### config.mk
export PLATFORM = sky130hd
export DESIGN_NAME = ram_fifo_ctrl_flat
export DESIGN_NICKNAME = d
export VERILOG_FILES = /design/src/rtl/ram_fifo_pkg.sv /design/src/rtl/ram_fifo_ctrl_if.sv /design/src/rtl/ram_fifo_ctrl_arb_rr2.sv /design/src/rtl/ram_fifo_ctrl.sv /design/src/flat_wrapper.sv
export SDC_FILE = /design/constraint.sdc
export NUM_CORES = 1
export LEC_CHECK = 0
export BUFFER_PORTS_ARGS = -buffer_cell sky130_fd_sc_hd__buf_2
export CAP_MARGIN = 20
export CORE_MARGIN = 1
export CORE_UTILIZATION = 49
export DETAILED_ROUTE_END_ITERATION = 7
export PLACE_DENSITY = 0.83
export SYNTH_ARGS = -nofsm -noshare
export SYNTH_HDL_FRONTEND = slang
export SYNTH_SLANG_ARGS = --single-unit
### constraint.sdc
create_clock -name clk -period 3 [get_ports clk]
set_input_delay 0.45 -clock clk [delete_from_list [all_inputs] [get_ports clk]]
set_output_delay 0.45 -clock clk [all_outputs]
set_load 0.01 [all_outputs]
### src/rtl/ram_fifo_pkg.sv
// Shared constants and access-state encoding for the RAM-backed FIFO controller.
package ram_fifo_pkg;
    localparam int AW    = 10;
    localparam int DW    = 8;
    localparam int DEPTH = 1 << AW;

    typedef enum logic [1:0] {IDLE, WR, RD} acc_state_t;
endpackage

### src/rtl/ram_fifo_ctrl_if.sv
// Producer/consumer handshake, status and external RAM bus of the FIFO controller.
interface ram_fifo_ctrl_if
    import ram_fifo_pkg::*;
#(
    parameter int AW = ram_fifo_pkg::AW,
    parameter int DW = ram_fifo_pkg::DW
);
    logic          push_valid;
    logic [DW-1:0] push_data;
    logic          push_ready;
    logic          pop_req;
    logic          pop_ack;
    logic          pop_valid;
    logic [DW-1:0] pop_data;
    logic [AW:0]   count;
    logic          full;
    logic          empty;
    logic          ram_wr;
    logic          ram_rd;
    logic [AW-1:0] ram_add;
    logic [DW-1:0] ram_din;
    logic [DW-1:0] ram_dout;

    modport slave (
        input  push_valid, push_data, pop_req, ram_dout,
        output push_ready, pop_ack, pop_valid, pop_data, count, full, empty,
               ram_wr, ram_rd, ram_add, ram_din
    );

    modport master (
        output push_valid, push_data, pop_req, ram_dout,
        input  push_ready, pop_ack, pop_valid, pop_data, count, full, empty,
               ram_wr, ram_rd, ram_add, ram_din
    );
endinterface

### src/rtl/ram_fifo_ctrl_arb_rr2.sv
// Two-requester round-robin arbiter; contested grants alternate, uncontested grants pass straight through.
module arb_rr2 (
    input  logic clk,
    input  logic rst_n,
    input  logic req_push,
    input  logic req_pop,
    output logic gnt_push,
    output logic gnt_pop
);
    logic last_pop;

    // Out of reset last_pop=1, so the first contest goes to push.
    assign gnt_push = req_push && (!req_pop || last_pop);
    assign gnt_pop  = req_pop && !gnt_push;

    always_ff @(posedge clk) begin
        if (!rst_n)
            last_pop <= 1'b1;
        else if (req_push && req_pop)
            last_pop <= gnt_pop;
    end
endmodule

### src/rtl/ram_fifo_ctrl.sv
// FIFO controller over an external single-port RAM: one RAM access per cycle, 2-cycle pop latency.
module ram_fifo_ctrl
    import ram_fifo_pkg::*;
#(
    parameter int AW = ram_fifo_pkg::AW,
    parameter int DW = ram_fifo_pkg::DW
) (
    input  logic             clk,
    input  logic             rst_n,
    ram_fifo_ctrl_if.slave   bus
);
    localparam logic [AW:0] FULL_CNT = {1'b1, {AW{1'b0}}};

    logic [AW-1:0] wptr, rptr;
    logic [AW:0]   cnt;
    logic          push_elig, pop_elig, push_gnt, pop_gnt;
    acc_state_t    state, state_nxt;

    assign bus.count = cnt;
    assign bus.full  = (cnt == FULL_CNT);
    assign bus.empty = (cnt == '0);

    // Grants are forced low while reset is asserted.
    assign push_elig = rst_n && bus.push_valid && !bus.full;
    assign pop_elig  = rst_n && bus.pop_req && !bus.empty;

    arb_rr2 u_arb (
        .clk      (clk),
        .rst_n    (rst_n),
        .req_push (push_elig),
        .req_pop  (pop_elig),
        .gnt_push (push_gnt),
        .gnt_pop  (pop_gnt)
    );

    assign bus.push_ready = push_gnt;
    assign bus.pop_ack    = pop_gnt;

    always_comb begin
        state_nxt = state;
        case (state)
            IDLE: begin
                if (push_gnt)     state_nxt = WR;
                else if (pop_gnt) state_nxt = RD;
            end
            WR, RD: begin
                if (push_gnt)     state_nxt = WR;
                else if (pop_gnt) state_nxt = RD;
                else              state_nxt = IDLE;
            end
            default: state_nxt = IDLE;
        endcase
    end

    always_ff @(posedge clk) begin
        if (!rst_n) begin
            state         <= IDLE;
            wptr          <= '0;
            rptr          <= '0;
            cnt           <= '0;
            bus.ram_wr    <= 1'b0;
            bus.ram_rd    <= 1'b0;
            bus.ram_add   <= '0;
            bus.ram_din   <= '0;
            bus.pop_valid <= 1'b0;
            bus.pop_data  <= '0;
        end else begin
            state      <= state_nxt;
            bus.ram_wr <= (state_nxt == WR);
            bus.ram_rd <= (state_nxt == RD);
            // Address and write data hold their last value on idle cycles.
            if (push_gnt) begin
                bus.ram_add <= wptr;
                bus.ram_din <= bus.push_data;
                wptr        <= wptr + 1'b1;
                cnt         <= cnt + 1'b1;
            end else if (pop_gnt) begin
                bus.ram_add <= rptr;
                rptr        <= rptr + 1'b1;
                cnt         <= cnt - 1'b1;
            end
            bus.pop_valid <= bus.ram_rd;
            if (bus.ram_rd)
                bus.pop_data <= bus.ram_dout;
        end
    end
endmodule

### src/flat_wrapper.sv
// flat-port wrapper written by rule: the top's interface ports become plain ports
module ram_fifo_ctrl_flat import ram_fifo_pkg::*;
#(
    parameter int AW = ram_fifo_pkg::AW,
    parameter int DW = ram_fifo_pkg::DW
)
  (clk, rst_n, bus_push_valid, bus_push_data, bus_pop_req, bus_ram_dout, bus_push_ready, bus_pop_ack, bus_pop_valid, bus_pop_data, bus_count, bus_full, bus_empty, bus_ram_wr, bus_ram_rd, bus_ram_add, bus_ram_din);
  ram_fifo_ctrl_if #(.AW(AW), .DW(DW)) bus_i ();
  input  logic clk;
  input  logic rst_n;
  input wire logic [$bits(bus_i.push_valid)-1:0] bus_push_valid;
  input wire logic [$bits(bus_i.push_data)-1:0] bus_push_data;
  input wire logic [$bits(bus_i.pop_req)-1:0] bus_pop_req;
  input wire logic [$bits(bus_i.ram_dout)-1:0] bus_ram_dout;
  output wire logic [$bits(bus_i.push_ready)-1:0] bus_push_ready;
  output wire logic [$bits(bus_i.pop_ack)-1:0] bus_pop_ack;
  output wire logic [$bits(bus_i.pop_valid)-1:0] bus_pop_valid;
  output wire logic [$bits(bus_i.pop_data)-1:0] bus_pop_data;
  output wire logic [$bits(bus_i.count)-1:0] bus_count;
  output wire logic [$bits(bus_i.full)-1:0] bus_full;
  output wire logic [$bits(bus_i.empty)-1:0] bus_empty;
  output wire logic [$bits(bus_i.ram_wr)-1:0] bus_ram_wr;
  output wire logic [$bits(bus_i.ram_rd)-1:0] bus_ram_rd;
  output wire logic [$bits(bus_i.ram_add)-1:0] bus_ram_add;
  output wire logic [$bits(bus_i.ram_din)-1:0] bus_ram_din;
  assign bus_i.push_valid = bus_push_valid;
  assign bus_i.push_data = bus_push_data;
  assign bus_i.pop_req = bus_pop_req;
  assign bus_i.ram_dout = bus_ram_dout;
  assign bus_push_ready = bus_i.push_ready;
  assign bus_pop_ack = bus_i.pop_ack;
  assign bus_pop_valid = bus_i.pop_valid;
  assign bus_pop_data = bus_i.pop_data;
  assign bus_count = bus_i.count;
  assign bus_full = bus_i.full;
  assign bus_empty = bus_i.empty;
  assign bus_ram_wr = bus_i.ram_wr;
  assign bus_ram_rd = bus_i.ram_rd;
  assign bus_ram_add = bus_i.ram_add;
  assign bus_ram_din = bus_i.ram_din;
  ram_fifo_ctrl #(.AW(AW), .DW(DW)) u_core (.clk(clk), .rst_n(rst_n), .bus(bus_i));
endmodule
# Word level (Yosys, flattened, before mapping)
# Index checks and enable logic that the tools add are counted.
op_classes:
  addsub: 4
  eq_ne: 5
  muxes: 9
  bitwise: 1
  reduce_logical: 17
op_table:
  columns: ["cell", "n"]
  rows:
  - ["11-bit 2-to-1 mux", 2]
  - ["10-bit by 1-bit adder with 10-bit output, second input constant", 2]
  - ["10-bit 2-to-1 mux", 2]
  - ["11-bit by 1-bit adder with 11-bit output, second input constant", 1]
  - ["11-bit == test, second input constant", 1]
  - ["11-bit logical NOT", 1]
  - ["11-bit by 1-bit subtractor with 11-bit output, second input constant", 1]
  - ["2-bit 2-to-1 mux", 4]
  - ["1-bit logical AND", 7]
  - ["2-bit by 1-bit == test with 1-bit output, second input constant", 2]
  - ["2-bit == test, second input constant", 2]
  - ["1-bit logical NOT", 4]
  - ["2-bit case mux with 2 select lines", 1]
  - ["2-bit logical NOT", 1]
  - ["2-bit AND reduction", 1]
  - ["2-bit nonzero test", 1]
  - ["2-bit OR reduction", 1]
  - ["1-bit logical OR", 1]
  - ["1-bit NOT", 1]
totals:
  regBits: 63
  output_inout_bits: 44
  elab_cells: 47

# Depth between registers and ports, before layout
# Gate-level depths: netlist (run 1).
logic_depth:
  depth_word: 12
  depth_mapped: 10
  ltp_nobuf: 9

# Cells and area by module
# Synthesis (run 1) repeated with hierarchy kept, for this count alone.
hier_totals:
  hier_cells: 329
  hier_area_um2: 3090.5
modules_own_cells:
  columns: ["module", "instances", "cells_each", "area_per_inst_um2", "seq_area_each_um2"]
  rows:
  - ["ram_fifo_ctrl", 1, 322, 3031.7, 1241.2]
  - ["arb_rr2", 1, 7, 58.8, 20.0]

# Worst setup path before layout (run 1)
# OpenSTA, ideal clock, no wires.
synth_path:
  path_kind: "reg2reg"
  start: "reg u_core.cnt[0] (netlist: u_core.bus.count[0])"
  end: "reg u_core.cnt[10] (netlist: u_core.bus.count[10])"
  setup_ns: 0.072
  arrival_ns: 3.169
  required_ns: 2.928
  setup_slack_ns: -0.241
  stages_incl_launch_ff: 11
  path_buffers: 1
  path_cell_list: "dfxtp_1 nor4_4 nand4_1 nand3_1 clkbuf_1 ha_1 a21o_1 a2111oi_0 a221oi_1 mux2i_1 mux2i_1"
synth_via:
  elab_chain_cells: 9
  elab_cells_between_ends: 16
synth_rtl:
  columns: ["item", "line_no", "source"]
  rows:
  - ["start: declaration", "ram_fifo_ctrl.sv:15", "logic [AW:0] cnt;"]
  - ["start signal: assignment", "ram_fifo_ctrl.sv:76", "cnt <= cnt + 1'b1;"]
  - ["start signal: assignment", "ram_fifo_ctrl.sv:80", "cnt <= cnt - 1'b1;"]
  - ["branches (longest 9 deep; another with 11-bit by 1-bit subtractor with 11-bit output)", null, null]
# Parallel ways; which one is timed is not known. The select of a mux whose other input is x is not followed.
# A chain may end at the register's enable or synchronous reset.

# Final worst setup path (run 1)
layout_path:
  start: "reg u_core.cnt[6] (netlist: u_core.bus.count[6])"
  end: "reg u_core.cnt[9] (netlist: u_core.bus.count[9])"
# Same word-level chain as after synthesis.

==> results.py, run 1 <==
metrics = {
    "run_status": {
        "status": "finished, final reports clean",
    },
    "power_and_ir_drop": {
        "clkPwrFrac_pct": 25.8,
        "cellLeakagePower_nw": 1.650,
        "swShare_pct": 35.71,
        "ir_drop_mv": 0.4931,
        "power_frac_comb_pct": 39.3,
        "cellInternalPower_mw": 1.870,
        "switchingPower_mw": 1.039,
        "p_seq_share_pct": 35.0,
        "power_density_nw_per_um2": 784.6,
    },
    "critical_path": {
        "critical_path_class": "register to register",
        "cpMaxStageDelayCell": "nor4_4",
        "worstPathArrival_ps": 3130,
        "crit_buf_inv": 1,
        "rr_endpoint": "u_core.bus.count[9]",
        "worstPathRequired_ps": 3230,
        "crit_chain": "nor4_4, a311o_2, nand3_1, buf_4, ha_1, o21ai_0, o21a_1, o31a_1, o21a_1, o311a_1",
        "cp_top_family": "compound AO/OA/AOI/OAI gates",
        "rrSetupSlack_ps": 100,
        "cp_common_cell": "o21a_1",
        "critPathMaxStageDelay_ps": 390,
        "startpoint_type": "register",
        "rr_worst_depth": 10,
        "cp-end-kind": "register",
        "cp_max_fo": 6,
        "r2r_start": "u_core.bus.count[6]",
    },
    "sta": {
        "finalSetupViolations": 0,
        "hold_viol_final": 0,
        "worst_pin_slew_ps": 877.2,
        "fin_crit_ps": 2898,
        "fin_setup_tns_ps": 0,
        "skew_ps": 8.906,
        "relSlewSlack_pct": 41.52,
        "max_freq_mhz": 345.1,
        "grt_setup_unrepaired": "no",
        "slew_violations": 0,
        "fin_crit_sh_pct": 96.60,
    },
    "grt": {
        "grt_first_pass_wirelength_um": 11470,
        "antenna_found_initial": 0,
        "grt_pass1_vias": 2534,
        "gr-total-overflow": 0,
        "grt_usage_pct": 23.37,
        "grt_max_degree": 47,
    },
    "logic_synthesis": {
        "yosysWarnings": 0,
        "ys_ff_latch": 63,
        "synthArstFlopShare_pct": 0,
        "ys_types": 51,
        "synth.avg_cell_area_sq_um": 8.855,
        "syn_area_sq_um": 2984,
        "syn-num-nets": 371,
        "syn_inst": 337,
        "synth_edf_count": 0,
        "yosysSeqAreaShare_pct": 42.26,
        "ys.flop_type": "dfxtp_1",
    },
    "floorplanning": {
        "pin_count": 64,
        "core_sq_um": 5886,
        "initial_utilization_pct": 50.70,
        "die_height_um": 80.04,
        "die-area_sq_um": 6406,
        "rows": 28,
        "die_w_um": 80.04,
    },
    "routing": {
        "dr.pass1.iters": 5,
        "drtIter0Drc": 184,
        "detail_route.wl_per_cell_um": 14.31,
        "via_count": 2809,
        "drc": 0,
        "routed_wl_um": 7081,
        "via_per_inst": 5.675,
        "postRouteAntennaNets": 0,
    },
    "finish": {
        "final_nets": 449,
        "layout-drive-gt1-share_pct": 25.95,
        "area.growth.synth_to_final_pct": 24.23,
        "antenna_cells": 0,
        "final_cell_area_sq_um": 3707,
    },
    "placement": {
        "dp_hpwl_um": 5107,
        "io_buffers": 63,
        "placed_area_sq_um": 3478,
        "gp_congestion": 0.9090,
    },
    "clock_tree": {
        "post_cts.repair.setup_buffers": 0,
        "cts.sinks": 63,
        "worst_skew_pair.late_latency_ps": 340,
        "cts_tree": "built",
        "root_buffer": "clkbuf_8",
        "cts_buffer_depth": 2,
        "clk_pin_slew_ps": 70,
        "hold_buffers": 0,
        "ctsResizeCount": 1,
        "h-tree-depth": 3,
        "cts_made_buffers": 9,
    },
    "flow_run": {
        "drv_cap": 0,
    },
    "hold_path": {
        "min_to": "u_core.bus.ram_din[2]",
        "hold_path_class": "input pin to register",
        "hold_start": "bus_push_data[2]",
        "hold_depth": 3,
    },
}
==> placed cells by master, fill, tap and decap left out, drive strengths merged, types with 6 or more instances in the layout <==
cell type  count
a21oi         24
a222oi         9
buf           83
clkbuf        11
dfxtp         63
ha            13
inv           11
mux2i         20
nand2         40
nand4          9
nor2          43
o21ai          8
xor2           6
==> layout make-up <==
cell class	count	area (sq um)
Clock buffer	11	151.4
Sequential cell	63	1261
Tap cell	75	93.84
Clock inverter	5	56.30
Multi-Input combinational cell	247	1638
Fill cell	521	2178
Timing Repair Buffer	83	465.4
Inverter	11	41.29
==> cells by family (layout without fill, tap and decap cells) <==
group | Yosys count | after routing | share of synthesized area (%)
flip-flops | 63 | 63 | 42.26
multiplexers | 20 | 20 | 6.709
AND/OR/NAND/NOR | 125 | 125 | 19.87
adder cells (fa/ha/maj) | 14 | 14 | 6.122
buffers and inverters | 27 | 110 | 3.731
AO/OA/AOI/OAI | 77 | 77 | 18.07
XOR/XNOR | 11 | 11 | 3.228
==> flip-flops by register name, indices dropped and copies added (netlist names) <==
register               cells
u_core.bus.pop_valid       1
u_core.rptr               10
u_core.bus.ram_wr          1
u_core.wptr               10
u_core.bus.count          11
u_core.bus.ram_add        10
u_core.state               2
u_core.bus.ram_rd          1
u_core.u_arb.last_pop      1
u_core.bus.pop_data        8
u_core.bus.ram_din         8
==> power by group through the flow <==
stage          Clock, mW  Combinational [mW]  Sequential [mW]
2_1_floorplan          0               0.708             1.06
3_3_place_gp           0                1.05             1.02
3_5_place_dp           0                1.09             1.03
4_1_cts            0.767                1.10             1.02
5_1_grt            0.802                1.25             1.03
6_report           0.750                1.14             1.02
==> layer usage <==
layer	vias to the layer above	track usage, %	part of all wire [%]
met2	84	39.74	49
met1	1328	27.62	44
met4	0	7.857	0.88
li1	1390	-	-
met5	-	0	0
met3	7	7.429	5.5
==> worst register-to-register path: cells and delay by family (launching register included) <==
family                     cells  cell delay (ps)
adders and majority gates      1              340
AOI/OAI and AO/OA              6             1440
and+or+nand+nor                2              490
buffers and inverters          1              180
DFF                            1              340
==> per-stage QoR <==
stage,worst slack [ps],hold slack [ps],power (mW),instances,util [%]
floorplan,2.841,451.4,1.765,337,-
global placement,147.3,443.8,2.075,479,59.10
detailed placement,5.189,446.4,2.114,479,59.10
CTS,96.71,336.8,2.887,495,62.78
global route,0.1239,344.0,3.081,495,62.99
finish,102.1,350.2,2.909,495,62.99
==> how the worst max path moves through the flow <==
stage                              startpoint              endpoint  slack [ps]  cells after the start
after floorplan           u_core.bus.count[0]  u_core.bus.count[10]           3                     10
after global placement    u_core.bus.count[6]  u_core.bus.count[10]         150                     10
after detailed placement  u_core.bus.count[6]  u_core.bus.count[10]           5                     11
after CTS                 u_core.bus.count[6]  u_core.bus.count[10]         100                     11
after global routing      u_core.bus.count[6]   u_core.bus.count[9]         0.1                     10
final                     u_core.bus.count[6]   u_core.bus.count[9]         100                     10
==> cells in the mapped netlist, types with 2 or more instances <==
cell type | n | area [sq um]
inv_1 | 10 | 37.54
xor2_1 | 6 | 52.55
a211oi_1 | 3 | 22.52
a2111oi_0 | 2 | 17.52
o311ai_0 | 2 | 17.52
ha_1 | 13 | 162.7
nor3_1 | 5 | 25.02
a21o_1 | 4 | 30.03
clkbuf_1 | 10 | 37.54
a31oi_1 | 3 | 18.77
dfxtp_1 | 63 | 1261
and3_1 | 4 | 25.02
nand2b_1 | 4 | 25.02
xnor2_1 | 5 | 43.79
nor2_1 | 43 | 161.4
a21oi_1 | 24 | 120.1
buf_1 | 3 | 11.26
o21ai_0 | 8 | 40.04
nand2_1 | 40 | 150.1
nand3_1 | 5 | 25.02
mux2i_1 | 20 | 200.2
or3_1 | 3 | 18.77
o31ai_1 | 5 | 37.54
o211ai_1 | 2 | 15.01
o41ai_1 | 2 | 17.52
nand4_1 | 9 | 56.30
and2_1 | 2 | 12.51
a222oi_1 | 9 | 90.09
o21a_1 | 3 | 22.52
or4_1 | 4 | 30.03
(Power assumes the default switching activity.)
==> inputs of run 2 (changes only) <==
--- a/config.mk
+++ b/config.mk
@@ -6,11 +6,11 @@
 export NUM_CORES = 1
 export LEC_CHECK = 0
 export BUFFER_PORTS_ARGS = -buffer_cell sky130_fd_sc_hd__buf_2
-export CAP_MARGIN = 20
 export CORE_MARGIN = 1
-export CORE_UTILIZATION = 49
+export CORE_UTILIZATION = 30
+export CTS_CLUSTER_DIAMETER = 40
 export DETAILED_ROUTE_END_ITERATION = 7
-export PLACE_DENSITY = 0.83
+export PLACE_DENSITY = 0.58
 export SYNTH_ARGS = -nofsm -noshare
 export SYNTH_HDL_FRONTEND = slang
 export SYNTH_SLANG_ARGS = --single-unit
==> results.py, run 2 (synthesized netlist as in run 1, its figures left out) <==
metrics = {
    "power_and_ir_drop": {
        "clkPwrFrac_pct": 27.5,
        "switchingPower_mw": 1.032,
        "power_density_nw_per_um2": 781.9,
        "cellInternalPower_mw": 1.948,
        "swShare_pct": 34.65,
        "ir_drop_mv": 0.3697,
        "power_frac_comb_pct": 38.7,
        "cellLeakagePower_nw": 1.652,
        "total_power_mw": 2.980,
        "p_seq_share_pct": 33.8,
    },
    "finish": {
        "antenna_cells": 0,
        "final_util_pct": 39.35,
        "layout-drive-gt1-share_pct": 26.30,
        "layout_common_cells": "63 x buf_2, 63 x dfxtp_1, 43 x nor2_1",
        "fillCellCount": 1011,
        "largest_reg_flops": 11,
        "area.growth.synth_to_final_pct": 27.72,
        "final_cell_area_sq_um": 3811,
        "final_nets": 451,
        "instances_no_fill": 555,
    },
    "critical_path": {
        "rrSetupSlack_ps": 220,
        "cp-end-kind": "output port",
        "startpoint_type": "register",
        "worstPathArrival_ps": 2340,
        "rr_worst_depth": 10,
        "cp_max_fo": 14,
        "worstPathRequired_ps": 2550,
        "rr_endpoint": "u_core.bus.count[10]",
        "r2r_start": "u_core.bus.count[0]",
        "critical_path_class": "register to output port",
    },
    "floorplanning": {
        "die_w_um": 101.7,
        "rows": 36,
        "core_sq_um": 9684,
        "pin_count": 64,
        "die-area_sq_um": 10350,
        "initial_utilization_pct": 30.81,
        "die_height_um": 101.7,
    },
    "clock_tree": {
        "h-tree-depth": 3,
        "cts.sinks": 63,
        "cts_buffer_depth": 2,
        "cts_tree": "built",
        "clk_pin_slew_ps": 70,
        "cts_made_buffers": 9,
        "hold_buffers": 0,
        "post_cts.repair.setup_buffers": 0,
        "root_buffer": "clkbuf_8",
        "worst_skew_pair.late_latency_ps": 330,
    },
    "routing": {
        "top_layer": "met4",
        "wl_met1_um": 3489,
        "routed_wl_um": 7474,
        "drc": 0,
        "postRouteAntennaNets": 0,
        "drtIter0Drc": 155,
        "via_per_inst": 4.998,
        "via_count": 2774,
        "wl_met2_um": 3557,
        "detail_route.wl_per_cell_um": 13.47,
        "dr.pass1.iters": 6,
        "routed-wl-met3_um": 319,
    },
    "run_status": {
        "status": "finished, final reports clean",
    },
    "grt": {
        "grt_usage_pct": 14.87,
        "antenna_found_initial": 0,
        "grt_pass1_vias": 2459,
        "grt_first_pass_wirelength_um": 11900,
        "gr-total-overflow": 0,
        "grt_max_degree": 47,
    },
    "placement": {
        "placed_area_sq_um": 3558,
        "dp_cells": 538,
        "io_buffers": 63,
        "gp_congestion": 0.8903,
        "dp_hpwl_um": 5300,
    },
    "hold_path": {
        "hold_depth": 3,
        "min_to": "u_core.bus.ram_din[6]",
        "hold_start": "bus_push_data[6]",
        "hold_path_class": "input pin to register",
    },
    "sta": {
        "skew_ps": 8.729,
        "finalSetupViolations": 0,
        "grt_setup_unrepaired": "no",
        "worst_pin_slew_ps": 881.2,
        "fin_crit_sh_pct": 93.15,
        "relSlewSlack_pct": 41.25,
        "fin_setup_tns_ps": 0,
        "slew_violations": 0,
        "fin_crit_ps": 2795,
        "hold_viol_final": 0,
        "max_freq_mhz": 357.8,
    },
    "flow_run": {
        "drv_cap": 0,
    },
}
run 2: what timing repair did:
item                                    CTS  global route
gates resized for setup                   1             4
endpoints found under the setup margin    1             1
cloned                                    1             0
run 2: area by class of cell:
class / instances / area [sq um] / share of cell area, %
clock inverters: 5 / 81.33 / 2.134
well taps: 133 / 166.4 / 4.366
flip-flops and latches: 63 / 1261 / 33.09
repair inverters: 1 / 5.005 / 0.1313
repair buffers: 84 / 473.0 / 12.41
clock buffers: 11 / 141.4 / 3.710
inverters: 11 / 45.04 / 1.182
multi-input cells: 247 / 1638 / 42.97
run 2: stage by stage:
step                setup slack (ps)  hold WS (ps)
finish                         205.5         351.1
global route                   17.05         333.2
CTS                            110.5         331.5
detailed placement             141.4         445.3
global placement               264.5         437.8
floorplan                      2.841         451.4
run 2: worst max path at each step:
stage / slack, ps / startpoint / endpoint
2_1_floorplan: 3 / u_core.bus.count[0] / u_core.bus.count[10]
3_3_place_gp: 260 / u_core.bus.count[6] / u_core.bus.count[9]
3_5_place_dp: 140 / u_core.bus.count[6] / u_core.bus.count[10]
4_1_cts: 110 / u_core.bus.count[6] / u_core.bus.count[10]
5_1_grt: 20 / u_core.bus.count[0] / u_core.bus.count[10]
6_report: 210 / u_core.bus.count[6] / bus_push_ready
run 2: power by group through the flow:
stage	Clock (mW)	Combinational (mW)	Sequential (mW)
3_5_place_dp	0	1.11	1.02
4_1_cts	0.843	1.12	1.00
3_3_place_gp	0	1.10	1.02
6_report	0.818	1.15	1.01
5_1_grt	0.887	1.29	1.02
2_1_floorplan	0	0.708	1.06
run 2: metal layers:
layer	vias to the layer above	track usage (%)
met5	-	0
met4	0	4.905
met3	9	4.072
met2	60	24.27
met1	1321	18.91
li1	1384	-
run 2: critical path: stages (launching register included):
cell and delay, ps:
dfxtp_1 330, nor4_4 340, buf_4 180, nand4_1 110
nand3_1 150, buf_4 170, buf_4 240, clkinvlp_4 270
buf_2 210
==> inputs of run 3 (changes only) <==
--- a/config.mk
+++ b/config.mk
@@ -7,10 +7,11 @@
 export LEC_CHECK = 0
 export BUFFER_PORTS_ARGS = -buffer_cell sky130_fd_sc_hd__buf_2
 export CORE_MARGIN = 1
-export CORE_UTILIZATION = 30
+export CORE_UTILIZATION = 49
 export CTS_CLUSTER_DIAMETER = 40
 export DETAILED_ROUTE_END_ITERATION = 7
-export PLACE_DENSITY = 0.58
+export MAX_ROUTING_LAYER = met4
+export PLACE_DENSITY_LB_ADDON = 0.1
 export SYNTH_ARGS = -nofsm -noshare
 export SYNTH_HDL_FRONTEND = slang
 export SYNTH_SLANG_ARGS = --single-unit
==> results.py, run 3 (synthesized netlist as in run 1, its figures left out) <==
metrics = {
    "clock_tree": {
        "hold_buffers": 0,
        "worst_skew_pair.late_latency_ps": 330,
        "cts_tree": "built",
        "cts.sinks": 63,
        "root_buffer": "clkbuf_8",
        "h-tree-depth": 3,
        "clk_pin_slew_ps": 70,
        "cts_made_buffers": 9,
        "cts_buffer_depth": 2,
    },
    "routing": {
        "via_count": 2743,
        "dr.pass1.iters": 5,
        "via_per_inst": 5.621,
        "drc": 0,
        "routed_wl_um": 7040,
        "drtIter0Drc": 167,
        "detail_route.wl_per_cell_um": 14.43,
        "postRouteAntennaNets": 0,
    },
    "critical_path": {
        "cp_top_family": "compound AO/OA/AOI/OAI gates",
        "worstPathRequired_ps": 3230,
        "cp_max_fo": 10,
        "critical_path_class": "register to register",
        "rr_endpoint": "u_core.bus.count[9]",
        "r2r_start": "u_core.bus.count[7]",
        "cp_common_cell": "o21a_1",
        "critPathLaunch": "u_core.bus.count[7]",
        "crit_buf_inv": 1,
        "cpMaxStageDelayCell": "dfxtp_1",
        "rr_worst_depth": 10,
        "crit_chain": "nor4_4, a311o_2, nand3_1, buf_6, ha_1, o21ai_0, o21a_1, o31a_1, o21a_1, o311a_1",
        "rrSetupSlack_ps": 180,
        "cp-end-kind": "register",
        "startpoint_type": "register",
        "worstPathArrival_ps": 3050,
        "critPathMaxStageDelay_ps": 360,
    },
    "run_status": {
        "status": "finished, final reports clean",
    },
    "finish": {
        "final_util_pct": 62.69,
        "largest_reg_flops": 11,
        "instances_no_fill": 488,
        "layout-drive-gt1-share_pct": 25.42,
        "area.growth.synth_to_final_pct": 23.65,
        "antenna_cells": 0,
        "final_nets": 442,
        "layout_common_cells": "63 x buf_2, 63 x dfxtp_1, 42 x nor2_1",
        "fillCellCount": 528,
    },
    "power_and_ir_drop": {
        "cellLeakagePower_nw": 1.606,
        "ir_drop_mv": 0.5711,
        "power_density_nw_per_um2": 777.9,
    },
    "grt": {
        "antenna_found_initial": 0,
        "grt_usage_pct": 23.28,
        "grt_max_degree": 47,
        "gr-total-overflow": 0,
        "grt_first_pass_wirelength_um": 11010,
        "grt_pass1_vias": 2297,
    },
    "placement": {
        "io_buffers": 63,
        "dp_hpwl_um": 4841,
        "dp_cells": 471,
        "gp_congestion": 0.8327,
    },
    "floorplanning": {
        "rows": 28,
        "core_sq_um": 5886,
        "die-area_sq_um": 6406,
        "die_w_um": 80.04,
        "initial_utilization_pct": 50.70,
        "pin_count": 64,
        "die_height_um": 80.04,
    },
    "sta": {
        "max_freq_mhz": 354.1,
        "finalSetupViolations": 0,
        "hold_viol_final": 0,
        "skew_ps": 10.50,
        "worst_pin_slew_ps": 896.8,
        "slew_violations": 0,
        "relSlewSlack_pct": 40.22,
        "fin_crit_ps": 2824,
        "fin_crit_sh_pct": 94.13,
    },
    "hold_path": {
        "min_to": "u_core.bus.pop_data[1]",
        "hold_depth": 3,
        "hold_start": "bus_ram_dout[1]",
        "hold_path_class": "input pin to register",
    },
    "flow_run": {
        "drv_cap": 0,
    },
}
==> run 3: cell count changes in the layout (fill, tap and decap cells not counted), sizes merged <==
cell and delta:
bufinv -2, clkinv -1, buf -8, clkinvlp -1, clkbuf +3
==> run 3: report_power, final <==
| part | internal (mW) | switching, mW |
|---|---|---|
| Sequential | 0.923 | 0.103 |
| Clock | 0.390 | 0.315 |
| Combinational | 0.535 | 0.605 |
==> run 3: routing by layer <==
| metal | routed length [um] | GRT usage [%] | part of all wire, % | up-vias |
|---|---|---|---|---|
| li1 | - | - | - | 1369 |
| met5 | 0 | - | 0 | - |
| met1 | 3212 | 28.58 | 46 | 1294 |
| met3 | 312 | 6.629 | 4.4 | 9 |
| met2 | 3436 | 37.09 | 49 | 71 |
| met4 | 78 | 6.964 | 1.1 | 0 |
==> run 3: how the worst max path moves through the flow <==
stage	endpoint	cells after the start
6_report	u_core.bus.count[9]	10
3_5_place_dp	u_core.bus.count[10]	10
2_1_floorplan	u_core.bus.count[10]	10
3_3_place_gp	u_core.bus.count[9]	10
4_1_cts	u_core.bus.count[10]	10
5_1_grt	u_core.bus.count[9]	10
==> run 3: layout make-up <==
| type | count | area, sq um | area share [%] |
|---|---|---|---|
| well taps | 75 | 93.84 | 2.543 |
| clock buffers | 14 | 182.7 | 4.951 |
| flip-flops and latches | 63 | 1261 | 34.18 |
| repair buffers | 76 | 416.7 | 11.29 |
| clock inverters | 2 | 12.51 | 0.3391 |
| inverters | 11 | 45.04 | 1.221 |
| multi-input cells | 247 | 1678 | 45.47 |
==> run 3: through the flow <==
step	hold slack (ps)	power, mW	setup slack [ps]	setup TNS (ps)	instance area [sq um]
after floorplan	451.4	1.765	2.841	0	2985
after global placement	439.1	2.053	217.8	0	3418
after detailed placement	447.1	2.068	118.4	0	3418
after CTS	326.9	2.787	67.73	0	3613
after global routing	332.8	3.062	-9.771	-9.771	3690
final	345.7	2.870	176.2	0	3690
==> run 3: tightest hold or removal path, stage by stage <==
cell	delay [ps]
buf_2	70
mux2i_1	50
nor2_1	70
==> run 3: timing repair <==
action,4_1_cts,5_1_grt
endpoints found under the setup margin,0,3
buffers inserted,0,1
resized for setup,0,10
